`src/rtl/mips_muldiv_if.sv`:
```
// Request/result bundle between the multicycle MIPS control path and the multiply/divide unit.
// master drives the requests and MTHI/MTLO writes; slave is the mips_muldiv unit.
interface mips_muldiv_if #(
  parameter int unsigned WIDTH = 32
);
  logic             start;
  logic [1:0]       op;
  logic [WIDTH-1:0] a;
  logic [WIDTH-1:0] b;
  logic             hi_wr;
  logic             lo_wr;
  logic [WIDTH-1:0] wr_data;
  logic             busy;
  logic             done;
  logic             div_by_zero;
  logic [WIDTH-1:0] hi;
  logic [WIDTH-1:0] lo;

  modport master (
    output start, op, a, b, hi_wr, lo_wr, wr_data,
    input  busy, done, div_by_zero, hi, lo
  );

  modport slave (
    input  start, op, a, b, hi_wr, lo_wr, wr_data,
    output busy, done, div_by_zero, hi, lo
  );
endinterface

```
`src/rtl/mips_muldiv.sv`:
```
// Iterative radix-2 multiply / restoring divide unit with architectural HI/LO registers.
// Signed operations run on magnitudes and have their signs restored in a single FIX cycle.
module mips_muldiv #(
  parameter int unsigned WIDTH = 32,
  parameter int unsigned CNT_W = 6
) (
  input  logic         clk,
  input  logic         rstb,
  mips_muldiv_if.slave bus
);

  localparam int unsigned PW = 2 * WIDTH;

  typedef enum logic [1:0] {
    S_IDLE = 2'd0,
    S_CALC = 2'd1,
    S_FIX  = 2'd2,
    S_DONE = 2'd3
  } state_t;

  state_t           state_q, state_d;
  logic [CNT_W-1:0] cnt_q, cnt_d;
  logic             is_div_q, is_div_d;
  logic [WIDTH-1:0] opnd_q, opnd_d;
  logic [WIDTH:0]   acc_hi_q, acc_hi_d;
  logic [WIDTH-1:0] acc_lo_q, acc_lo_d;
  logic             neg_q, neg_d;
  logic             neg_rem_q, neg_rem_d;
  logic             div_by_zero_q, div_by_zero_d;
  logic [WIDTH-1:0] hi_q, hi_d;
  logic [WIDTH-1:0] lo_q, lo_d;
  logic             busy_q, busy_d;
  logic             done_q, done_d;

  // Operand magnitudes; the most-negative value maps to 2^(WIDTH-1) as unsigned.
  logic             a_neg, b_neg;
  logic [WIDTH-1:0] a_mag, b_mag;

  assign a_neg = bus.op[0] & bus.a[WIDTH-1];
  assign b_neg = bus.op[0] & bus.b[WIDTH-1];
  assign a_mag = a_neg ? (~bus.a + WIDTH'(1)) : bus.a;
  assign b_mag = b_neg ? (~bus.b + WIDTH'(1)) : bus.b;

  // Multiply step: conditionally add multiplicand to the upper half, then shift right.
  logic [WIDTH:0] mul_sum, mul_acc;

  assign mul_sum = acc_hi_q + {1'b0, opnd_q};
  assign mul_acc = acc_lo_q[0] ? mul_sum : acc_hi_q;

  // Divide step: shift next dividend bit into the remainder and trial-subtract the divisor.
  logic [WIDTH:0] div_shift, div_trial;

  assign div_shift = {acc_hi_q[WIDTH-1:0], acc_lo_q[WIDTH-1]};
  assign div_trial = div_shift - {1'b0, opnd_q};

  // Sign restoration terms used in the FIX cycle.
  logic [PW-1:0]    prod, prod_fix;
  logic [WIDTH-1:0] quo_neg, rem_mag, rem_neg;

  assign prod     = {acc_hi_q[WIDTH-1:0], acc_lo_q};
  assign prod_fix = neg_q ? (~prod + PW'(1)) : prod;
  assign quo_neg  = ~acc_lo_q + WIDTH'(1);
  assign rem_mag  = acc_hi_q[WIDTH-1:0];
  assign rem_neg  = ~rem_mag + WIDTH'(1);

  // State and datapath registers.
  always_ff @(posedge clk) begin
    if (!rstb) begin
      state_q       <= S_IDLE;
      cnt_q         <= '0;
      is_div_q      <= 1'b0;
      opnd_q        <= '0;
      acc_hi_q      <= '0;
      acc_lo_q      <= '0;
      neg_q         <= 1'b0;
      neg_rem_q     <= 1'b0;
      div_by_zero_q <= 1'b0;
      hi_q          <= '0;
      lo_q          <= '0;
      busy_q        <= 1'b0;
      done_q        <= 1'b0;
    end else begin
      state_q       <= state_d;
      cnt_q         <= cnt_d;
      is_div_q      <= is_div_d;
      opnd_q        <= opnd_d;
      acc_hi_q      <= acc_hi_d;
      acc_lo_q      <= acc_lo_d;
      neg_q         <= neg_d;
      neg_rem_q     <= neg_rem_d;
      div_by_zero_q <= div_by_zero_d;
      hi_q          <= hi_d;
      lo_q          <= lo_d;
      busy_q        <= busy_d;
      done_q        <= done_d;
    end
  end

  // Next-state logic and iteration counter.
  always_comb begin
    state_d = state_q;
    cnt_d   = cnt_q;
    case (state_q)
      S_IDLE: begin
        if (bus.start) begin
          state_d = S_CALC;
          cnt_d   = '0;
        end
      end
      S_CALC: begin
        cnt_d = cnt_q + CNT_W'(1);
        if (cnt_q == CNT_W'(WIDTH - 1)) begin
          state_d = S_FIX;
        end
      end
      S_FIX:   state_d = S_DONE;
      S_DONE:  state_d = S_IDLE;
      default: state_d = S_IDLE;
    endcase
  end

  // Datapath and registered outputs; busy/done are decoded from the next state.
  always_comb begin
    is_div_d      = is_div_q;
    opnd_d        = opnd_q;
    acc_hi_d      = acc_hi_q;
    acc_lo_d      = acc_lo_q;
    neg_d         = neg_q;
    neg_rem_d     = neg_rem_q;
    div_by_zero_d = div_by_zero_q;
    hi_d          = hi_q;
    lo_d          = lo_q;
    busy_d        = (state_d == S_CALC) || (state_d == S_FIX);
    done_d        = (state_d == S_DONE);

    case (state_q)
      S_IDLE: begin
        if (bus.hi_wr) hi_d = bus.wr_data;
        if (bus.lo_wr) lo_d = bus.wr_data;
        if (bus.start) begin
          is_div_d      = bus.op[1];
          opnd_d        = b_mag;
          acc_hi_d      = '0;
          acc_lo_d      = a_mag;
          neg_d         = a_neg ^ b_neg;
          neg_rem_d     = bus.op[1] & a_neg;
          div_by_zero_d = bus.op[1] && (bus.b == '0);
        end
      end
      S_CALC: begin
        if (is_div_q) begin
          acc_hi_d = div_trial[WIDTH] ? div_shift : div_trial;
          acc_lo_d = {acc_lo_q[WIDTH-2:0], ~div_trial[WIDTH]};
        end else begin
          acc_hi_d = {1'b0, mul_acc[WIDTH:1]};
          acc_lo_d = {mul_acc[0], acc_lo_q[WIDTH-1:1]};
        end
      end
      S_FIX: begin
        if (is_div_q) begin
          lo_d = neg_q ? quo_neg : acc_lo_q;
          hi_d = neg_rem_q ? rem_neg : rem_mag;
        end else begin
          hi_d = prod_fix[PW-1:WIDTH];
          lo_d = prod_fix[WIDTH-1:0];
        end
      end
      default: ;
    endcase
  end

  assign bus.busy        = busy_q;
  assign bus.done        = done_q;
  assign bus.div_by_zero = div_by_zero_q;
  assign bus.hi          = hi_q;
  assign bus.lo          = lo_q;

endmodule

```
`src/flat_wrapper.sv`:
```
// flat-port wrapper written by rule: the top's interface ports become plain ports
module mips_muldiv_flat 
#(
  parameter int unsigned WIDTH = 32,
  parameter int unsigned CNT_W = 6
)
  (clk, rstb, bus_start, bus_op, bus_a, bus_b, bus_hi_wr, bus_lo_wr, bus_wr_data, bus_busy, bus_done, bus_div_by_zero, bus_hi, bus_lo);
  mips_muldiv_if #(.WIDTH(WIDTH)) bus_i ();
  input  logic clk;
  input  logic rstb;
  input wire logic [$bits(bus_i.start)-1:0] bus_start;
  input wire logic [$bits(bus_i.op)-1:0] bus_op;
  input wire logic [$bits(bus_i.a)-1:0] bus_a;
  input wire logic [$bits(bus_i.b)-1:0] bus_b;
  input wire logic [$bits(bus_i.hi_wr)-1:0] bus_hi_wr;
  input wire logic [$bits(bus_i.lo_wr)-1:0] bus_lo_wr;
  input wire logic [$bits(bus_i.wr_data)-1:0] bus_wr_data;
  output wire logic [$bits(bus_i.busy)-1:0] bus_busy;
  output wire logic [$bits(bus_i.done)-1:0] bus_done;
  output wire logic [$bits(bus_i.div_by_zero)-1:0] bus_div_by_zero;
  output wire logic [$bits(bus_i.hi)-1:0] bus_hi;
  output wire logic [$bits(bus_i.lo)-1:0] bus_lo;
  assign bus_i.start = bus_start;
  assign bus_i.op = bus_op;
  assign bus_i.a = bus_a;
  assign bus_i.b = bus_b;
  assign bus_i.hi_wr = bus_hi_wr;
  assign bus_i.lo_wr = bus_lo_wr;
  assign bus_i.wr_data = bus_wr_data;
  assign bus_busy = bus_i.busy;
  assign bus_done = bus_i.done;
  assign bus_div_by_zero = bus_i.div_by_zero;
  assign bus_hi = bus_i.hi;
  assign bus_lo = bus_i.lo;
  mips_muldiv #(.WIDTH(WIDTH), .CNT_W(CNT_W)) u_core (.clk(clk), .rstb(rstb), .bus(bus_i));
endmodule
```
`config.mk`:
```
export PLATFORM = sky130hd
export DESIGN_NAME = mips_muldiv_flat
export DESIGN_NICKNAME = d
export VERILOG_FILES = /design/src/rtl/mips_muldiv_if.sv /design/src/rtl/mips_muldiv.sv /design/src/flat_wrapper.sv
export SDC_FILE = /design/constraint.sdc
export NUM_CORES = 1
export LEC_CHECK = 0
export BUFFER_PORTS_ARGS = -buffer_cell sky130_fd_sc_hd__buf_4
export CAP_MARGIN = 20
export CORE_MARGIN = 1.5
export CORE_UTILIZATION = 55
export DETAILED_ROUTE_END_ITERATION = 16
export PLACE_DENSITY = 0.85
export SYNTH_ARGS = -nofsm -noshare
export SYNTH_HDL_FRONTEND = slang
export SYNTH_SLANG_ARGS = --single-unit
```
`constraint.sdc`:
```
create_clock -name clk -period 4.5 [get_ports clk]
set_clock_uncertainty 0.2 [all_clocks]
set_input_delay 0.225 -clock clk [delete_from_list [all_inputs] [get_ports clk]]
set_output_delay 0.225 -clock clk [all_outputs]
set_load 0.005 [all_outputs]
```
# Word level (Yosys, flattened, before mapping)
# Index checks and enable logic that the tools add are counted.
word_totals:
  reg_bits: 175
  inputBits: 103
op_classes:
  add_sub_neg: 8
  eq_ne: 10
  muxes: 24
  bitwise_logic: 10
  n_reduce_logical: 10
op_table:
  columns: ["cell", "count"]
  rows:
  - ["32-bit two-way mux", 10]
  - ["32-bit one-hot mux with 2 select lines", 3]
  - ["33-bit two-way mux", 4]
  - ["32-bit by 1-bit adder with 32-bit output (second input constant)", 4]
  - ["32-bit inverter", 4]
  - ["33-bit one-hot mux with 2 select lines", 1]
  - ["64-bit by 1-bit adder with 64-bit output (second input constant)", 1]
  - ["64-bit two-way mux", 1]
  - ["64-bit inverter", 1]
  - ["33-bit by 32-bit adder with 33-bit output", 1]
  - ["33-bit by 32-bit subtractor with 33-bit output", 1]
  - ["32-bit zero test", 1]
  - ["6-bit one-hot mux with 2 select lines", 1]
  - ["2-bit equality test (second input constant)", 4]
  - ["2-bit one-hot mux with 4 select lines", 1]
  - ["2-bit AND reduction", 4]
  - ["6-bit by 1-bit adder with 6-bit output (second input constant)", 1]
  - ["6-bit by 5-bit equality test with 1-bit output (second input constant)", 1]
  - ["6-bit two-way mux", 1]
  - ["2-bit != test (second input constant)", 3]
  - ["2-bit by 1-bit equality test with 1-bit output (second input constant)", 2]
  - ["2-bit two-way mux", 2]
  - ["2-bit nonzero test", 2]
  - ["1-bit AND", 3]
  - ["5 further kinds", 5]

# Depth between registers and ports, before layout
# Gate-level depths: netlist of run 1.
depth:
  depth_word: 5
  mapped_depth: 20
  ltp_nobuf: 18

# Least setup slack after synthesis of run 1
# No wires, ideal clock.
synth_timing:
  path_kind: "register -> register"
  startpoint: "reg u_core.acc_hi_q[0]"
  endpoint: "reg u_core.acc_hi_q[19]"
  setup_ns: 0.117
  t_arrival_ns: 4.004
  setup_slack_ns: 0.179
  stages_incl_launch_ff: 20
  path_buffers: 4
  path_cell_list: "dfxtp_1 clkbuf_1 inv_1 fa_1 nand2b_1 a21oi_1 o21ai_0 a211oi_1 o2111ai_1 a21oi_1 o21a_1 o21ai_0 nand2b_1 ha_1 clkbuf_1 clkbuf_1 buf_1 mux2i_1 a21oi_1 a22o_1"
synth_between:
  elab_chain_len: 4
  word_cells_on_any_way: 6
  classes_between: "add/sub (2); mux (4)"
synth_rtl:
  columns: ["item", "line", "text"]
  rows:
  - ["start: declaration", "mips_muldiv.sv:25", "logic [WIDTH:0] acc_hi_q, acc_hi_d;"]
  - ["start signal: assignment", "mips_muldiv.sv:87", "acc_hi_q <= acc_hi_d;"]
  - ["33-bit by 32-bit adder with 33-bit output / 33-bit by 32-bit subtractor with 33-bit output (equally long branches)", "mips_muldiv.sv:47, mips_muldiv.sv:54", null]
  - ["33-bit two-way mux, on equally long branches", "mips_muldiv.sv:48, mips_muldiv.sv:152", null]
  - ["33-bit two-way mux *", "mips_muldiv.sv:151", "if (is_div_q) begin"]
  - ["33-bit one-hot mux with 2 select lines *", "mips_muldiv.sv:136", "case (state_q)"]
# Mark *: on every way between the ends. The rest lies on a longest branch, timed or not.
# A chain may end at the register's enable or synchronous reset.

# Worst setup path in the final report of run 1
layout_timing:
  startpoint: "reg u_core.opnd_q[5]"
  endpoint: "reg u_core.acc_hi_q[20]"
layout_between:
  elab_chain_len: 4
  word_cells_on_any_way: 6
  classes_between: "add/sub (2); mux (4)"
layout_rtl:
  columns: ["item", "line", "text"]
  rows:
  - ["start: declaration", "mips_muldiv.sv:24", "logic [WIDTH-1:0] opnd_q, opnd_d;"]
  - ["start signal: assignment", "mips_muldiv.sv:86", "opnd_q <= opnd_d;"]
  - ["33-bit by 32-bit adder with 33-bit output / 33-bit by 32-bit subtractor with 33-bit output (equally long branches)", "mips_muldiv.sv:47, mips_muldiv.sv:54", null]
  - ["33-bit two-way mux, on equally long branches", "mips_muldiv.sv:48, mips_muldiv.sv:152", null]
  - ["33-bit two-way mux *", "mips_muldiv.sv:151", null]
  - ["33-bit one-hot mux with 2 select lines *", "mips_muldiv.sv:136", null]
# Marked as above.

==> results of run 1 <==
timing repair:
item / in CTS / in global routing
gates resized for setup: 0 / 4
endpoints found under the hold margin: 59 / 0
endpoints found under the setup margin: 0 / 32
hold buffers: 62 / 0
worst max path at each step:
stage | from | endpoint | slack [ns]
global placement | u_core.acc_lo_q[31] | u_core.acc_hi_q[3] | 0.24
CTS | u_core.acc_lo_q[31] | u_core.acc_hi_q[20] | 0.10
detailed placement | u_core.acc_lo_q[31] | u_core.acc_hi_q[20] | 0.15
floorplan | u_core.acc_hi_q[0] | u_core.acc_hi_q[19] | 0.18
global route | u_core.opnd_q[5] | u_core.acc_hi_q[20] | 0.07
finish | u_core.opnd_q[5] | u_core.acc_hi_q[20] | 0.38
Yosys cell counts, types with 44 or more instances:
cell type	count	area [um2]
xnor2_1	93	815
nand2_1	212	796
inv_1	70	263
nor2_1	130	488
xor2_1	70	613
nor2b_1	60	375
a21oi_1	176	881
o21ai_0	101	505
ha_1	71	888
a21boi_0	45	338
clkbuf_1	97	364
a211oi_1	60	450
o211ai_1	49	368
dfxtp_1	175	3500
mux2i_1	44	440
layout make-up:
class | count | area share, %
Clock buffer | 17 | 2.44
Clock inverter | 15 | 1.31
Inverter | 71 | 1.53
Multi-Input combinational cell | 1549 | 59.0
Sequential cell | 175 | 20.1
Tap cell | 335 | 2.41
Timing Repair Buffer | 282 | 13.2
state kept, by name, summed over array words and instances (netlist names):
name	count
u_core.bus.busy	1
u_core.neg_q	1
u_core.bus.lo	32
u_core.opnd_q	32
u_core.state_q	2
u_core.bus.hi	32
u_core.bus.div_by_zero	1
u_core.neg_rem_q	1
u_core.is_div_q	1
u_core.acc_hi_q	33
u_core.bus.done	1
u_core.cnt_q	6
u_core.acc_lo_q	32
cell families (layout without fill, tap and decap cells):
logic type	Yosys count	count (layout)	share of synthesized area, %
AOI/OAI and AO/OA	648	648	30.2
xor gates and xnor gates	163	163	9.84
buffers and inverters	199	385	5.36
and+or+nand+nor	618	618	20.7
DFF	175	175	24.2
muxes	47	47	3.27
adders and majority gates	73	73	6.40
worst max-delay path, delay by kind of cell (launching register included):
family | cells | cell delay (ns)
AO/OA/AOI/OAI | 9 | 1.62
adder cells (fa/ha/maj) | 2 | 0.72
buffers and inverters | 3 | 0.45
flip-flops | 1 | 0.35
multiplexers | 1 | 0.20
AND/OR/NAND/NOR | 2 | 0.47
report_power, final:
| group | internal [mW] | leakage (nW) | switching (mW) |
|---|---|---|---|
| clock | 0.829 | 0.314 | 0.828 |
| sequential | 1.66 | 1.44 | 0.141 |
| combinational | 0.724 | 5.56 | 0.980 |
routing by layer:
metal	wire length [um]	vias up	GRT usage [%]
li1	-	7335	-
met1	21800	7388	50.1
met2	21500	863	55.7
met3	5530	84	7.79
met4	1470	0	13.1
met5	0	-	0
layout by cell type, fill, tap and decap left out, types with 18 or more instances in the layout:
cell,n
dlygate4sd3_1,62
nor2_1,129
and2_1,22
a21boi_0,45
o221ai_1,21
o31ai_1,29
nand2b_1,20
a21oi_1,176
nor3_1,38
mux2i_1,44
o21ai_0,101
o211a_1,26
a21o_1,26
o41ai_1,18
nand3_1,37
ha_1,70
xnor2_1,93
buf_4,218
inv_1,70
nor2b_1,58
o211ai_1,49
xor2_1,70
a211oi_1,59
nand2_1,212
dfxtp_1,174
==> summary.txt, run 1 <==
Synth Net Count = 2099
core area = 0.0260 mm2
Synth-to-Final Area Change = 20.1%
Min-Delay Path Depth = 4
reg2reg start = u_core.opnd_q[5]
synthesized flop and latch total = 175
required time of the critical path = 4.63 ns
Crit-path slowest cell = ha_4
ANT cells = 0
CP Cell Sequence = inv_1 -> ha_1 -> a21o_1 -> or3_1 -> o21ai_0 -> buf_4 -> a211oi_4 -> o2111ai_1 -> a21oi_1 -> o21a_1 -> o21ai_0 -> nand2b_1 -> ha_4 -> buf_4 -> mux2i_1 -> a21oi_1 -> a32o_1
number of CTS-inserted buffers = 17
Reg2Reg Depth = 17
placer congestion estimate = 0.959
Peak Freq = 242 MHz
TritonCTS clock tree = done
CP max stage delay = 0.37 ns
Avg Inst Size Synth = 7.54 um2
H-tree Lvls = 4
clock sinks = 175
RSZ-0062 raised after global routing = false
Via density = 6.41
Fill cells = 2176
placed cells = 2349
final worst slack = 0.375 ns
crit path max fanout = 11
status = finished, violations left
Least-Margin Pin Slew = 1.11 ns
final setup vio count = 0
first-pass GRT wire length = 77.3 mm
vias in the first global route = 14300
TritonRoute pass-1 iters = 5
Worst VDD drop = 0.253 mV
total die area = 0.0274 mm2
CP endpoint kind = flip-flop
final core utilization = 67.0%
final period utilization = 91.7%
LEAKAGE = 7.32 nW
initial antenna violation count = 0
Worst Hold End = u_core.acc_lo_q[6]
layout cells sized above 1 = 13.8%
clk buf depth = 2
Boundary Pins = 170
min Tclk post-route = 4.12 ns
Post-DP HPWL = 37.3 mm
Power Total = 5.16 mW
post-CTS setup buffers = 0
Hold Path Class = in2reg
most common flop cell mapped by yosys = dfxtp_1
setup tns final = 0 ns
wire per inst = 20.6 um
Yosys cell types = 81
fin area = 0.0174 mm2
antenna-violating nets left = 0
Placed Area = 0.0161 mm2
nets = 2272
largest net degree at the start of global routing = 97
worst rel slew slack = 25.9%
failing checks = hold timing
Setup crit start kind = flip-flop
Cell Pwr Density = 296 mW/mm2
starting DRC count in detailed routing = 1875
clock-pin slew on the worst setup and hold paths = 0.09 ns
CTS root buf = clkbuf_16
Hold Vio Cnt, Final = 1
WHS = -0.000364 ns
row count = 59
Sequential Area = 0.00351 mm2
GRT Util Overall = 36.4%
Final Slew Violations = 0
pre-CTS WS = 0.152 ns
Residual DRC = 0
worst path arrival time = 4.26 ns
Post-synth EDFFs = 0
Post-Synthesis Cells = 1923
IO Port Bufs = 169
Crit Path Category = reg2reg
fin cells = 2444
detailed-route via count = 15700
Post-Route WL = 50.3 mm
Netlist Area Pre-Place = 0.0145 mm2
RR Endpoint = u_core.acc_hi_q[20]
post-synthesis sequential area ratio = 24.2%
die width = 165 um
R2R Setup Slk = 0.38 ns
Die Height = 165 um
starting density of the core = 55.8%
hold_sp = bus_a[6]
Multi-input gate area = 0.0103 mm2
Overflow after GRT = 0
Synth Warn # = 0
Synth async-reset ratio = 0%
# Max-Cap Violations = 0
latest clock arrival within the worst-skew pair = 0.45 ns
Note: power is estimated with default switching activity, not from simulation.
==> inputs of run 2 (changes only) <==
--- a/config.mk
+++ b/config.mk
@@ -7,7 +7,7 @@
 export LEC_CHECK = 0
 export BUFFER_PORTS_ARGS = -buffer_cell sky130_fd_sc_hd__buf_4
 export CAP_MARGIN = 20
-export CORE_MARGIN = 1.5
+export CORE_MARGIN = 8
 export CORE_UTILIZATION = 55
 export DETAILED_ROUTE_END_ITERATION = 16
 export PLACE_DENSITY = 0.85
==> run 2 against run 1 <==
Against the previous run:
- the run now ends clean
- die area is 16% higher
- routed wire length fell by 1.2%
- total power down 1.1%
- worst setup slack got worse by 0.11 ns
- critical endpoint unchanged
- register-to-register slack lost 0.11 ns
- global-route usage down 6.2 points
- first-iteration DRC count rose by 4.2%
- largest power group unchanged
- critical path depth rose by 1
- clock power decreased by 2%
- sequential share of layout area grew 0.060 points
- sequential power about the same
==> summary.txt, run 2 (synthesis results as in run 1) <==
status = complete, no violations (was finished, violations left)
clock-pin slew on the worst setup and hold paths = 0.08 ns (was 0.09 ns)
min Tclk post-route = 4.23 ns (was 4.12 ns)
# Max-Cap Violations = 0 (unchanged)
placed cells = 2346 (was 2349)
final period utilization = 94.1% (was 91.7%)
starting density of the core = 55.8% (unchanged)
Post-Route WL = 49.8 mm (was 50.3 mm)
H-tree Lvls = 4 (unchanged)
final setup vio count = 0 (unchanged)
Die Height = 178 um (was 165 um)
initial antenna violation count = 0 (unchanged)
Residual DRC = 0 (unchanged)
Gate power share = 32.8% (was 33.0%)
number of CTS-inserted buffers = 17 (unchanged)
Cell Pwr Density = 294 mW/mm2 (was 296 mW/mm2)
WHS = 0.00692 ns (was -0.000364 ns)
Power Total = 5.10 mW (was 5.16 mW)
fin cells = 2442 (was 2444)
die width = 178 um (was 165 um)
detailed-route via count = 15600 (was 15700)
TritonRoute pass-1 iters = 6 (was 5)
LEAKAGE = 7.29 nW (was 7.32 nW)
latest clock arrival within the worst-skew pair = 0.45 ns (about the same)
Setup crit start kind = flip-flop (unchanged)
CP endpoint kind = flip-flop (unchanged)
starting DRC count in detailed routing = 1953 (was 1875)
Power Internal = 3.16 mW (was 3.21 mW)
IO Port Bufs = 169 (unchanged)
first-pass GRT wire length = 77.1 mm (was 77.3 mm)
antenna-violating nets left = 0 (unchanged)
max reg flops = 33 (unchanged)
Least-Margin Pin Slew = 1.00 ns (was 1.11 ns)
layout cells sized above 1 = 13.7% (was 13.8%)
worst path arrival time = 4.38 ns (was 4.26 ns)
Via density = 6.37 (was 6.41)
fin area = 0.0174 mm2 (about the same)
row count = 59 (unchanged)
core area = 0.0260 mm2 (unchanged)
Synth-to-Final Area Change = 19.7% (was 20.1%)
crit path max fanout = 40 (was 11)
setup tns final = 0 ns (unchanged)
commonest cells after routing, fill and taps aside = buf_4, nand2_1, a21oi_1 (unchanged)
Top reg by flops = u_core.acc_hi_q (unchanged)
clk buf depth = 2 (unchanged)
CTS root buf = clkbuf_16 (unchanged)
vias in the first global route = 14200 (was 14300)
Final Slew Violations = 0 (unchanged)
Post-DP HPWL = 37.3 mm (about the same)
clock power share = 31.8% (was 32.1%)
switching power = 1.95 mW (about the same)
sw frac = 38.2% (was 37.8%)
ANT cells = 0 (unchanged)
Hold Path Class = in2reg (unchanged)
Placed Area = 0.0161 mm2 (about the same)
Crit Path Category = reg2reg (unchanged)
TritonCTS clock tree = done (unchanged)
nets = 2270 (was 2272)
clock sinks = 175 (unchanged)
commonest non-fill, non-tap cell in the layout = buf_4 (unchanged)
worst rel slew slack = 33.2% (was 25.9%)
total die area = 0.0318 mm2 (was 0.0274 mm2)
Overflow after GRT = 0 (unchanged)
Worst VDD drop = 0.222 mV (was 0.253 mV)
GRT Util Overall = 30.1% (was 36.4%)
placer congestion estimate = 0.971 (was 0.959)
Hold Vio Cnt, Final = 0 (was 1)
Boundary Pins = 170 (unchanged)
RSZ-0062 raised after global routing = false (unchanged)
Peak Freq = 236 MHz (was 242 MHz)
wire per inst = 20.4 um (was 20.6 um)
largest net degree at the start of global routing = 87 (was 97)
required time of the critical path = 4.65 ns (was 4.63 ns)
sequential fraction of design power = 35.3% (was 34.9%)
[run 2: cell count changes in the layout (fill, tap and decap cells not counted), sizes merged]
cell	before	now
dlygate4sd3	62	64
buf	220	216
bufinv	1	0
inv	79	81
clkinv	6	5
[run 2: cell type report]
cell class	count	area, um2
multi-input cells	1549	10300
fillers	2176	8620
flip-flops and latches	175	3510
repair buffers	280	2270
clock buffers	17	425
well taps	335	419
inverters	71	267
clock inverters	15	211
[run 2: metal layers]
metal	vias to the layer above	wire, um	global-route usage (%)
met3	95	6090	6.88
met1	7248	21200	41.4
met4	0	1690	11.9
met5	-	0	0
li1	7332	-	-
met2	875	20700	44.9
[run 2: timing repair]
item                                   4_1_cts  5_1_grt
resized for setup                            0        2
buffers inserted                             0        0
hold buffers                                64        0
setup endpoints to repair                    0       30
endpoints found under the hold margin       62        0
[run 2: power groups by stage]
stage | sequential [mW] | clock, mW | combinational (mW)
6_report | 1.80 | 1.62 | 1.68
5_1_grt | 1.82 | 1.70 | 1.81
4_1_cts | 1.80 | 1.63 | 1.64
3_5_place_dp | 1.83 | 0 | 1.58
3_3_place_gp | 1.83 | 0 | 1.55
2_1_floorplan | 1.77 | 0 | 1.11
[run 2: worst max-delay path, stage by stage (launching register included)]
cell       delay [ns]
dfxtp_1          0.33
inv_1            0.07
ha_1             0.23
fa_1             0.41
nand2b_1         0.18
a21oi_1          0.18
o21ai_0          0.12
buf_4            0.16
a211oi_2         0.31
o2111ai_1        0.18
a21oi_1          0.28
o21a_1           0.16
o21ai_0          0.07
nand2b_1         0.11
ha_2             0.29
buf_12           0.25
mux2i_1          0.22
a21oi_1          0.08
a32o_1           0.29
[run 2: path summary, 6_finish.rpt]
| kind | start | endpoint | slack [ns] | depth (start not counted) |
|---|---|---|---|---|
| max | u_core.acc_lo_q[31] | u_core.acc_hi_q[20] | 0.27 | 18 |
| min | bus_a[13] | u_core.acc_lo_q[13] | 0.007 | 4 |
| max reg2reg | u_core.acc_lo_q[31] | u_core.acc_hi_q[20] | 0.27 | 18 |
| min reg2reg | u_core.bus.hi[28] | u_core.bus.hi[28] | 0.28 | 2 |
[run 2: metrics by stage]
| stage | setup WS, ns | utilization, % |
|---|---|---|
| finish | 0.267 | 66.8 |
| global route | 0.00504 | 66.8 |
| CTS | 0.0795 | 66.8 |
| detailed placement | 0.134 | 61.9 |
| global placement | 0.240 | 61.9 |
| floorplan | 0.179 | - |
